==> src/rtl/ar_pkg.sv <==
// Shared definitions for the ARIMA datapath stages (AR and MA).
//   ar_state_e : sequencer states of the AR engine
//   acc_width  : accumulator width for N-bit operands over up to p_max taps
//   AR_*       : default sample width, Q-format fraction bits and order
package ar_pkg;

  typedef enum logic [1:0] {IDLE, MAC, OUT} ar_state_e;

  localparam int AR_N     = 32;
  localparam int AR_Q     = 15;
  localparam int AR_P_MAX = 16;

  // Full-precision products plus headroom for summing p_max of them.
  function automatic int acc_width(input int n, input int p_max);
    return 2 * n + $clog2(p_max);
  endfunction

endpackage

==> src/rtl/ar_seq_filter_if.sv <==
// Streaming bus of the AR filter: sample input with run-time order, and
// filtered output, both valid/ready.
//   master : upstream/downstream side (drives samples, accepts outputs)
//   slave  : filter side
interface ar_seq_filter_if #(
  parameter int N     = 32,
  parameter int P_MAX = 16
);
  logic                    in_valid;
  logic                    in_ready;
  logic [N-1:0]            in_data;
  logic [$clog2(P_MAX):0]  p_order;
  logic                    out_valid;
  logic                    out_ready;
  logic [N-1:0]            out_data;

  modport master (
    output in_valid, in_data, p_order, out_ready,
    input  in_ready, out_valid, out_data
  );

  modport slave (
    input  in_valid, in_data, p_order, out_ready,
    output in_ready, out_valid, out_data
  );
endinterface

==> src/rtl/q_round_sat.sv <==
// Combinational Q-format narrowing: rounds an ACC_W accumulator by Q bits
// (half toward +inf) and clamps to the signed N-bit range.
//   acc_i  : signed accumulator
//   data_o : rounded, saturated result
//   sat_o  : high when clamping occurred
module q_round_sat
  import ar_pkg::*;
#(
  parameter int ACC_W = acc_width(AR_N, AR_P_MAX),
  parameter int N     = AR_N,
  parameter int Q     = AR_Q
) (
  input  logic signed [ACC_W-1:0] acc_i,
  output logic        [N-1:0]     data_o,
  output logic                    sat_o
);

  // One extra bit so adding the half-LSB can never wrap.
  localparam logic signed [ACC_W:0] HALF = {{(ACC_W-Q+1){1'b0}}, 1'b1, {(Q-1){1'b0}}};
  localparam logic signed [ACC_W:0] MAXV = {{(ACC_W-N+2){1'b0}}, {(N-1){1'b1}}};
  localparam logic signed [ACC_W:0] MINV = {{(ACC_W-N+2){1'b1}}, {(N-1){1'b0}}};

  logic signed [ACC_W:0] biased;
  logic signed [ACC_W:0] shifted;

  assign biased  = $signed({acc_i[ACC_W-1], acc_i}) + HALF;
  assign shifted = biased >>> Q;

  always_comb begin
    data_o = shifted[N-1:0];
    sat_o  = 1'b0;
    if (shifted > MAXV) begin
      data_o = {1'b0, {(N-1){1'b1}}};
      sat_o  = 1'b1;
    end else if (shifted < MINV) begin
      data_o = {1'b1, {(N-1){1'b0}}};
      sat_o  = 1'b1;
    end
  end

endmodule

==> src/rtl/ar_seq_filter.sv <==
// Sequential AR filter: y[t] = sum_{k<p} coef[k]*x[t-k] with one shared MAC.
//   clk, rst   : clock, synchronous active-high reset
//   bus        : sample in / result out stream (slave side)
//   coef_we/addr/wdata : coefficient write port, honoured in IDLE only
//   clear      : flush history and overflow, honoured in IDLE only
//   overflow   : sticky saturation flag
module ar_seq_filter
  import ar_pkg::*;
#(
  parameter int N     = AR_N,
  parameter int Q     = AR_Q,
  parameter int P_MAX = AR_P_MAX
) (
  input  logic                     clk,
  input  logic                     rst,
  ar_seq_filter_if.slave           bus,
  input  logic                     coef_we,
  input  logic [$clog2(P_MAX)-1:0] coef_addr,
  input  logic [N-1:0]             coef_wdata,
  input  logic                     clear,
  output logic                     overflow
);

  localparam int AW    = $clog2(P_MAX);
  localparam int PW    = AW + 1;
  localparam int ACC_W = acc_width(N, P_MAX);

  ar_state_e                state_q;
  logic signed [N-1:0]      hist_q [P_MAX];
  logic signed [N-1:0]      coef_q [P_MAX];
  logic signed [ACC_W-1:0]  acc_q, acc_d;
  logic [PW-1:0]            k_q, p_q, p_d;
  logic [N-1:0]             out_data_q;
  logic                     ovf_q;

  logic [AW-1:0]            kidx;
  logic signed [2*N-1:0]    prod;
  logic [N-1:0]             rs_data;
  logic                     rs_sat;

  assign bus.in_ready  = (state_q == IDLE) && !clear && !rst;
  assign bus.out_valid = (state_q == OUT);
  assign bus.out_data  = out_data_q;
  assign overflow      = ovf_q;

  // Order is clamped once, at acceptance; later p_order changes are ignored.
  assign p_d  = (bus.p_order > PW'(P_MAX)) ? PW'(P_MAX) : bus.p_order;

  assign kidx  = k_q[AW-1:0];
  assign prod  = hist_q[kidx] * coef_q[kidx];
  assign acc_d = acc_q + {{(ACC_W-2*N){prod[2*N-1]}}, prod};

  // Rounds the value the accumulator is about to take, so the last tap
  // loads out_data in the same cycle it is accumulated.
  q_round_sat #(.ACC_W(ACC_W), .N(N), .Q(Q)) u_rs (
    .acc_i  (acc_d),
    .data_o (rs_data),
    .sat_o  (rs_sat)
  );

  always_ff @(posedge clk) begin
    if (rst) begin
      state_q    <= IDLE;
      acc_q      <= '0;
      k_q        <= '0;
      p_q        <= '0;
      out_data_q <= '0;
      ovf_q      <= 1'b0;
      for (int i = 0; i < P_MAX; i++) begin
        hist_q[i] <= '0;
        coef_q[i] <= '0;
      end
    end else begin
      case (state_q)
        IDLE: begin
          if (coef_we) coef_q[coef_addr] <= coef_wdata;
          if (clear) begin
            for (int i = 0; i < P_MAX; i++) hist_q[i] <= '0;
            ovf_q <= 1'b0;
          end else if (bus.in_valid) begin
            for (int i = P_MAX-1; i > 0; i--) hist_q[i] <= hist_q[i-1];
            hist_q[0] <= bus.in_data;
            p_q       <= p_d;
            acc_q     <= '0;
            k_q       <= '0;
            if (p_d == '0) begin
              out_data_q <= '0;
              state_q    <= OUT;
            end else begin
              state_q <= MAC;
            end
          end
        end
        MAC: begin
          acc_q <= acc_d;
          k_q   <= k_q + PW'(1);
          if (k_q == p_q - PW'(1)) begin
            out_data_q <= rs_data;
            if (rs_sat) ovf_q <= 1'b1;
            state_q <= OUT;
          end
        end
        OUT: begin
          if (bus.out_ready) state_q <= IDLE;
        end
        default: state_q <= IDLE;
      endcase
    end
  end

endmodule

==> src/flat_wrapper.sv <==
// flat-port wrapper written by rule: the top's interface ports become plain ports
module ar_seq_filter_flat import ar_pkg::*;
#(
  parameter int N     = AR_N,
  parameter int Q     = AR_Q,
  parameter int P_MAX = AR_P_MAX
)
  (clk, rst, coef_we, coef_addr, coef_wdata, clear, overflow, bus_in_valid, bus_in_data, bus_p_order, bus_out_ready, bus_in_ready, bus_out_valid, bus_out_data);
  ar_seq_filter_if #(.N(N), .P_MAX(P_MAX)) bus_i ();
  input  logic clk;
  input  logic rst;
  input  logic coef_we;
  input  logic [$clog2(P_MAX)-1:0] coef_addr;
  input  logic [N-1:0] coef_wdata;
  input  logic clear;
  output logic overflow;
  input wire logic [$bits(bus_i.in_valid)-1:0] bus_in_valid;
  input wire logic [$bits(bus_i.in_data)-1:0] bus_in_data;
  input wire logic [$bits(bus_i.p_order)-1:0] bus_p_order;
  input wire logic [$bits(bus_i.out_ready)-1:0] bus_out_ready;
  output wire logic [$bits(bus_i.in_ready)-1:0] bus_in_ready;
  output wire logic [$bits(bus_i.out_valid)-1:0] bus_out_valid;
  output wire logic [$bits(bus_i.out_data)-1:0] bus_out_data;
  assign bus_i.in_valid = bus_in_valid;
  assign bus_i.in_data = bus_in_data;
  assign bus_i.p_order = bus_p_order;
  assign bus_i.out_ready = bus_out_ready;
  assign bus_in_ready = bus_i.in_ready;
  assign bus_out_valid = bus_i.out_valid;
  assign bus_out_data = bus_i.out_data;
  ar_seq_filter #(.N(N), .Q(Q), .P_MAX(P_MAX)) u_core (.clk(clk), .rst(rst), .bus(bus_i), .coef_we(coef_we), .coef_addr(coef_addr), .coef_wdata(coef_wdata), .clear(clear), .overflow(overflow));
endmodule
==> config.mk <==
export PLATFORM = sky130hd
export DESIGN_NAME = ar_seq_filter_flat
export DESIGN_NICKNAME = d
export VERILOG_FILES = /design/src/rtl/ar_pkg.sv /design/src/rtl/ar_seq_filter_if.sv /design/src/rtl/q_round_sat.sv /design/src/rtl/ar_seq_filter.sv /design/src/flat_wrapper.sv
export SDC_FILE = /design/constraint.sdc
export NUM_CORES = 2
export LEC_CHECK = 0
export CORE_MARGIN = 2
export CORE_UTILIZATION = 40
export CTS_CLUSTER_DIAMETER = 150
export DETAILED_ROUTE_END_ITERATION = 12
export GPL_ROUTABILITY_DRIVEN = 0
export PLACE_DENSITY = 0.6
export SETUP_SLACK_MARGIN = 0.5
export SLEW_MARGIN = 25
export SYNTH_ARGS = -nofsm -noshare
export SYNTH_HDL_FRONTEND = slang
export SYNTH_SLANG_ARGS = --single-unit
==> constraint.sdc <==
create_clock -name clk -period 45.7 [get_ports clk]
set_clock_uncertainty 0.1 [all_clocks]
set_input_delay 6.855 -clock clk [delete_from_list [all_inputs] [get_ports clk]]
set_output_delay 6.855 -clock clk [all_outputs]
set_load 0.02 [all_outputs]
### Word-level counts from Yosys, hierarchy flattened

Memory sizes are Yosys's and may differ from the RTL's. A register that Yosys moved wholly into a read port is not among the register bits.
Index checks and enable logic that the tools add are counted.

| operators by class | value |
|---|---|
| muxes and demuxes | 80 |
| reductions and logical operators | 13 |
| add/sub/neg operators | 4 |
| magnitude comparators | 3 |
| equal/unequal tests | 10 |
| bitwise gates (word level) | 33 |
| $mul | 1 |

Operators with widths:

| operator | count |
|---|---|
| $mux 32 | 39 |
| $mux 68 | 2 |
| $pmux 68 s2 | 1 |
| $add 68x16->69 const B | 1 |
| $add 68x68->68 | 1 |
| $mul 32x32->64 | 1 |
| $pmux 32 s2 | 1 |
| $gt 54x32->1 const B | 1 |
| $lt 54x32->1 const B | 1 |
| $or 1x1->1 | 32 |
| $reduce_or 32->1 | 1 |
| $mux 1 | 21 |
| $mux 4 | 5 |
| $mux 5 | 3 |
| $mux 2 | 5 |
| $ne 2x2->1 const B | 5 |
| $pmux 5 s2 | 1 |
| $reduce_and 4->1 | 2 |
| $pmux 2 s3 | 1 |
| $reduce_and 3->1 | 2 |
| $add 5x1->5 const B | 1 |
| $eq 5x5->1 | 1 |
| $gt 5x5->1 const B | 1 |
| $logic_not 5->1 | 1 |
| other kinds (11) | 14 |

| storage, ports and cells | value |
|---|---|
| word-level logic and storage cells | 152 |
| bits of input ports | 79 |
| memories | 2 |
| RAM bits | 1024 |
| flip-flop bits (word level) | 113 |

Memory list:

| memory | depth | width | read ports | clocked after Yosys merged registers in | write ports | line | text |
|---|---|---|---|---|---|---|---|
| u_core.coef_q | 16 | 32 | 1 | 1 | 16 | ar_seq_filter.sv:30 | `logic signed [N-1:0] coef_q [P_MAX];` |
| u_core.hist_q | 16 | 32 | 16 | 1 | 16 | ar_seq_filter.sv:29 | `logic signed [N-1:0] hist_q [P_MAX];` |

### Logic depth before layout (Yosys ltp)

| logic depth | value |
|---|---|
| depth after elaboration | 9 |
| gate-level depth with buffers | 59 |
| mapped depth without buffers | 52 |

### Hierarchy

From an unflattened synthesis, not the netlist that was laid out.

| second synthesis, totals | value |
|---|---|
| cells, all modules | 8279 |
| area, all modules | 90300.4 µm² |

By module, submodules not included:

| module | cells an instance | times used | area an instance (µm²) | sequential area each (µm²) |
|---|---|---|---|---|
| ar_seq_filter | 7991 | 1 | 88316.0 | 30849.6 |
| q_round_sat | 288 | 1 | 1984.4 | 0.0 |

### Worst setup path before layout

No wires, ideal clock.

| timing path | value |
|---|---|
| kind | in2out |
| start | input port rst |
| end | output port bus_in_ready |
| arrival time | 7.914 ns |
| slack | 30.831 ns |
| data required time | 38.745 ns |
| stages on the path | 3 |
| path through | clkbuf_1 buf_1 nor4_1 |

| between the ends | value |
|---|---|
| cells in the longest elaborated chain, start to end | 2 |

Ends and longest elaborated chain:

| what | line | text |
|---|---|---|
| from (decl) | flat_wrapper.sv:11 | `input logic rst;` |
| $logic_not 1->1 | ar_seq_filter.sv:41 | `assign bus.in_ready = (state_q == IDLE) && !clear && !rst;` |
| $logic_and 1x1->1 | ar_seq_filter.sv:41 |  |
| to (decl) | flat_wrapper.sv:21 | `output wire logic [$bits(bus_i.in_ready)-1:0] bus_in_ready;` |

Every way passes these cells.

==> out/metrics.cfg <==
[yosys]
synth-main-ff-cell=edfxtp_1
synth_seq_cells=1141
avgSynthCellArea_um2=10.8
synth_top_area_share_pct=26.4
synthesis.area_mm2=0.0909
ys_seq_area_share_pct=34.0
synth_top_area_cell=edfxtp_1
ys_warn_count=0
synth_fp_nets=9811
syn_inst=8391
synthArstFlopShare_pct=0
synthTopCellsByArea=edfxtp_1 (26%), fa_1 (24%), dfxtp_1 (7.5%), mux4_2 (6.8%), and2_1 (5.8%)
synth_edf_count=800
ys_types=111

[drt]
first_pass_iters=5
route.detailed.wl_per_inst_um=23.8
vias=63271
drt_iter0_drc=5351
wl_mm=271
via_per_inst=5.57
antenna_left=0
drc=0

[critical_path]
cp.arrival_ns=17.68
max_stage_delay_ns=1.01
end_kind=flip-flop
path_common_cell=fa_1
r2r-end=u_core.bus.out_data[22]$_SDFFE_PP0P_
critPathKind=flip-flop to flip-flop
r2r_setup_slack_ns=28.52
slowest_stage=fa_1
worstSetupStartpointType=flip-flop
path_max_fanout=38
critPathCapture=u_core.bus.out_data[22]$_SDFFE_PP0P_
crit_required_ns=46.20
ff2ff_path_depth=51

[clocking]
cts_tree=built
numCtsBuffers=117
cts-htree-levels=3
root_buffer=clkbuf_16
cts_hold_buffers=0
cts.clk_slew.worst_paths_ns=0.06
clock_sinks=1141
clkLatencyLatePin_ns=0.77
post_cts_resized=0
post_cts_buffers=0
clockBufferDepth=3

[die]
fp-row-count=174
start_util_pct=40.3
die-area_mm2=0.231
die_y_um=481
die_w_um=481
core_area_mm2=0.225
ioPinCount=114

[final_layout]
final_cell_mix=inv_1 (1087), fa_1 (1083), nor2_1 (918)
nNetsFinal=9691
drive_gt1_share_pct=9.84
areaGrowthSynthToFinish_pct=9.29
final_common_cell=inv_1

[global_routing]
grt_pass1_wl_mm=413
grt_pass1_vias=66942
antenna_found_initial=10
grt_overflow=0
grtUsageTotal_pct=23.6
grt_max_degree=188

[status]
status=completed

[sta]
fin_crit_sh_pct=37.6
timing.slew.headroom_pct=24.6
hold_viol=0
max_freq_mhz=58.2
fin_setup_tns_ns=0
fin_crit_ns=17.18
setup_violations=0
rsz0062_at_grt=false
tightestPinTransition_ns=1.13
slew_violations=0

[worst_hold_path]
hp-class=flip-flop to flip-flop
hold_start=u_core.hist_q[7][11]$_SDFFE_PP0P_

[placed_design]
dp_hpwl_mm=187
io_buffers=113

[job]
drv_cap=0

## layer usage
layer	part of all wire, %	track usage (%)
met1	40	30.5
met2	47	38.9
met3	7.8	4.10
met4	4.9	10.3
met5	0.033	0
## area by class of cell
cell class | instances | area (um2)
Fill cell | 20947 | 126000
Multi-Input combinational cell | 5651 | 54200
Sequential cell | 1141 | 30900
Inverter | 1089 | 4090
Tap cell | 2992 | 3740
Clock buffer | 150 | 3150
Timing Repair Buffer | 271 | 2450
Clock inverter | 72 | 762
Antenna cell | 2 | 5.00
## cells in the mapped netlist, drive strengths merged, types with 56 or more instances
library cell	instances
clkbuf	435
and2	841
dfxtp	341
a21o	67
o21a	57
a21oi	188
edfxtp	800
xor2	56
fa	1083
nor2	933
a22oi	258
xnor2	100
o21ai	157
ha	258
mux4	274
nand2	695
buf	75
inv	1087
## cells by family (layout without fill, tap and decap cells)
| group | count (synthesis) | count (layout) | synth area share [%] |
|---|---|---|---|
| adders and majority gates | 1341 | 1341 | 27.4 |
| buffers and inverters | 1599 | 1582 | 6.69 |
| xor gates and xnor gates | 156 | 156 | 1.55 |
| DFF | 1141 | 1141 | 34.0 |
| other | 0 | 2 | 0 |
| AOI/OAI and AO/OA | 950 | 950 | 7.40 |
| and+or+nand+nor | 2832 | 2832 | 15.1 |
| muxes | 372 | 372 | 7.94 |
## worst max-delay path: cells and delay by family (launching register included)
| family | cells | cell delay (ns) |
|---|---|---|
| AOI/OAI and AO/OA | 17 | 3.70 |
| xor gates and xnor gates | 2 | 0.35 |
| adders and majority gates | 10 | 5.22 |
| buffers and inverters | 9 | 3.17 |
| DFF | 1 | 0.78 |
| muxes | 3 | 0.91 |
| and+or+nand+nor | 10 | 2.64 |
## state kept, by name, summed over array words and instances (netlist names), named ones only
name and cells:
u_core.coef_q 512, u_core.hist_q 512, u_core.acc_q 68, u_core.bus.out_data 32, u_core.k_q 5, u_core.p_q 5
u_core.state_q 2, u_core.overflow 1
## per-stage QoR
step / util [%] / instances / hold WS [ns] / setup slack [ns] / instance area, um2
finish: 44.1 / 11368 / 0.363 / 28.52 / 99300
global route: 44.1 / 11367 / 0.383 / 27.58 / 99300
CTS: 44.0 / 11363 / 0.367 / 28.37 / 99200
global placement: 42.3 / 11139 / 0.347 / 28.58 / 95200
floorplan: - / 8391 / 0.341 / 30.83 / 90900
detailed placement: 42.3 / 11141 / 0.358 / 28.45 / 95300
## worst min-delay path by stage
stage	to	cells past startpoint	slack, ns
after global routing	u_core.hist_q[7][19]$_SDFFE_PP0P_	2	0.38
after floorplan	u_core.acc_q[61]$_SDFFE_PP0P_	2	0.34
after detailed placement	u_core.acc_q[61]$_SDFFE_PP0P_	2	0.36
after global placement	u_core.hist_q[7][2]$_SDFFE_PP0P_	2	0.35
after CTS	u_core.hist_q[7][4]$_SDFFE_PP0P_	2	0.37
final	u_core.hist_q[7][11]$_SDFFE_PP0P_	2	0.36
Power is left out: the tool's default activity adds up to more than one toggle a clock period on the data nets, which glitch-free logic cannot reach.
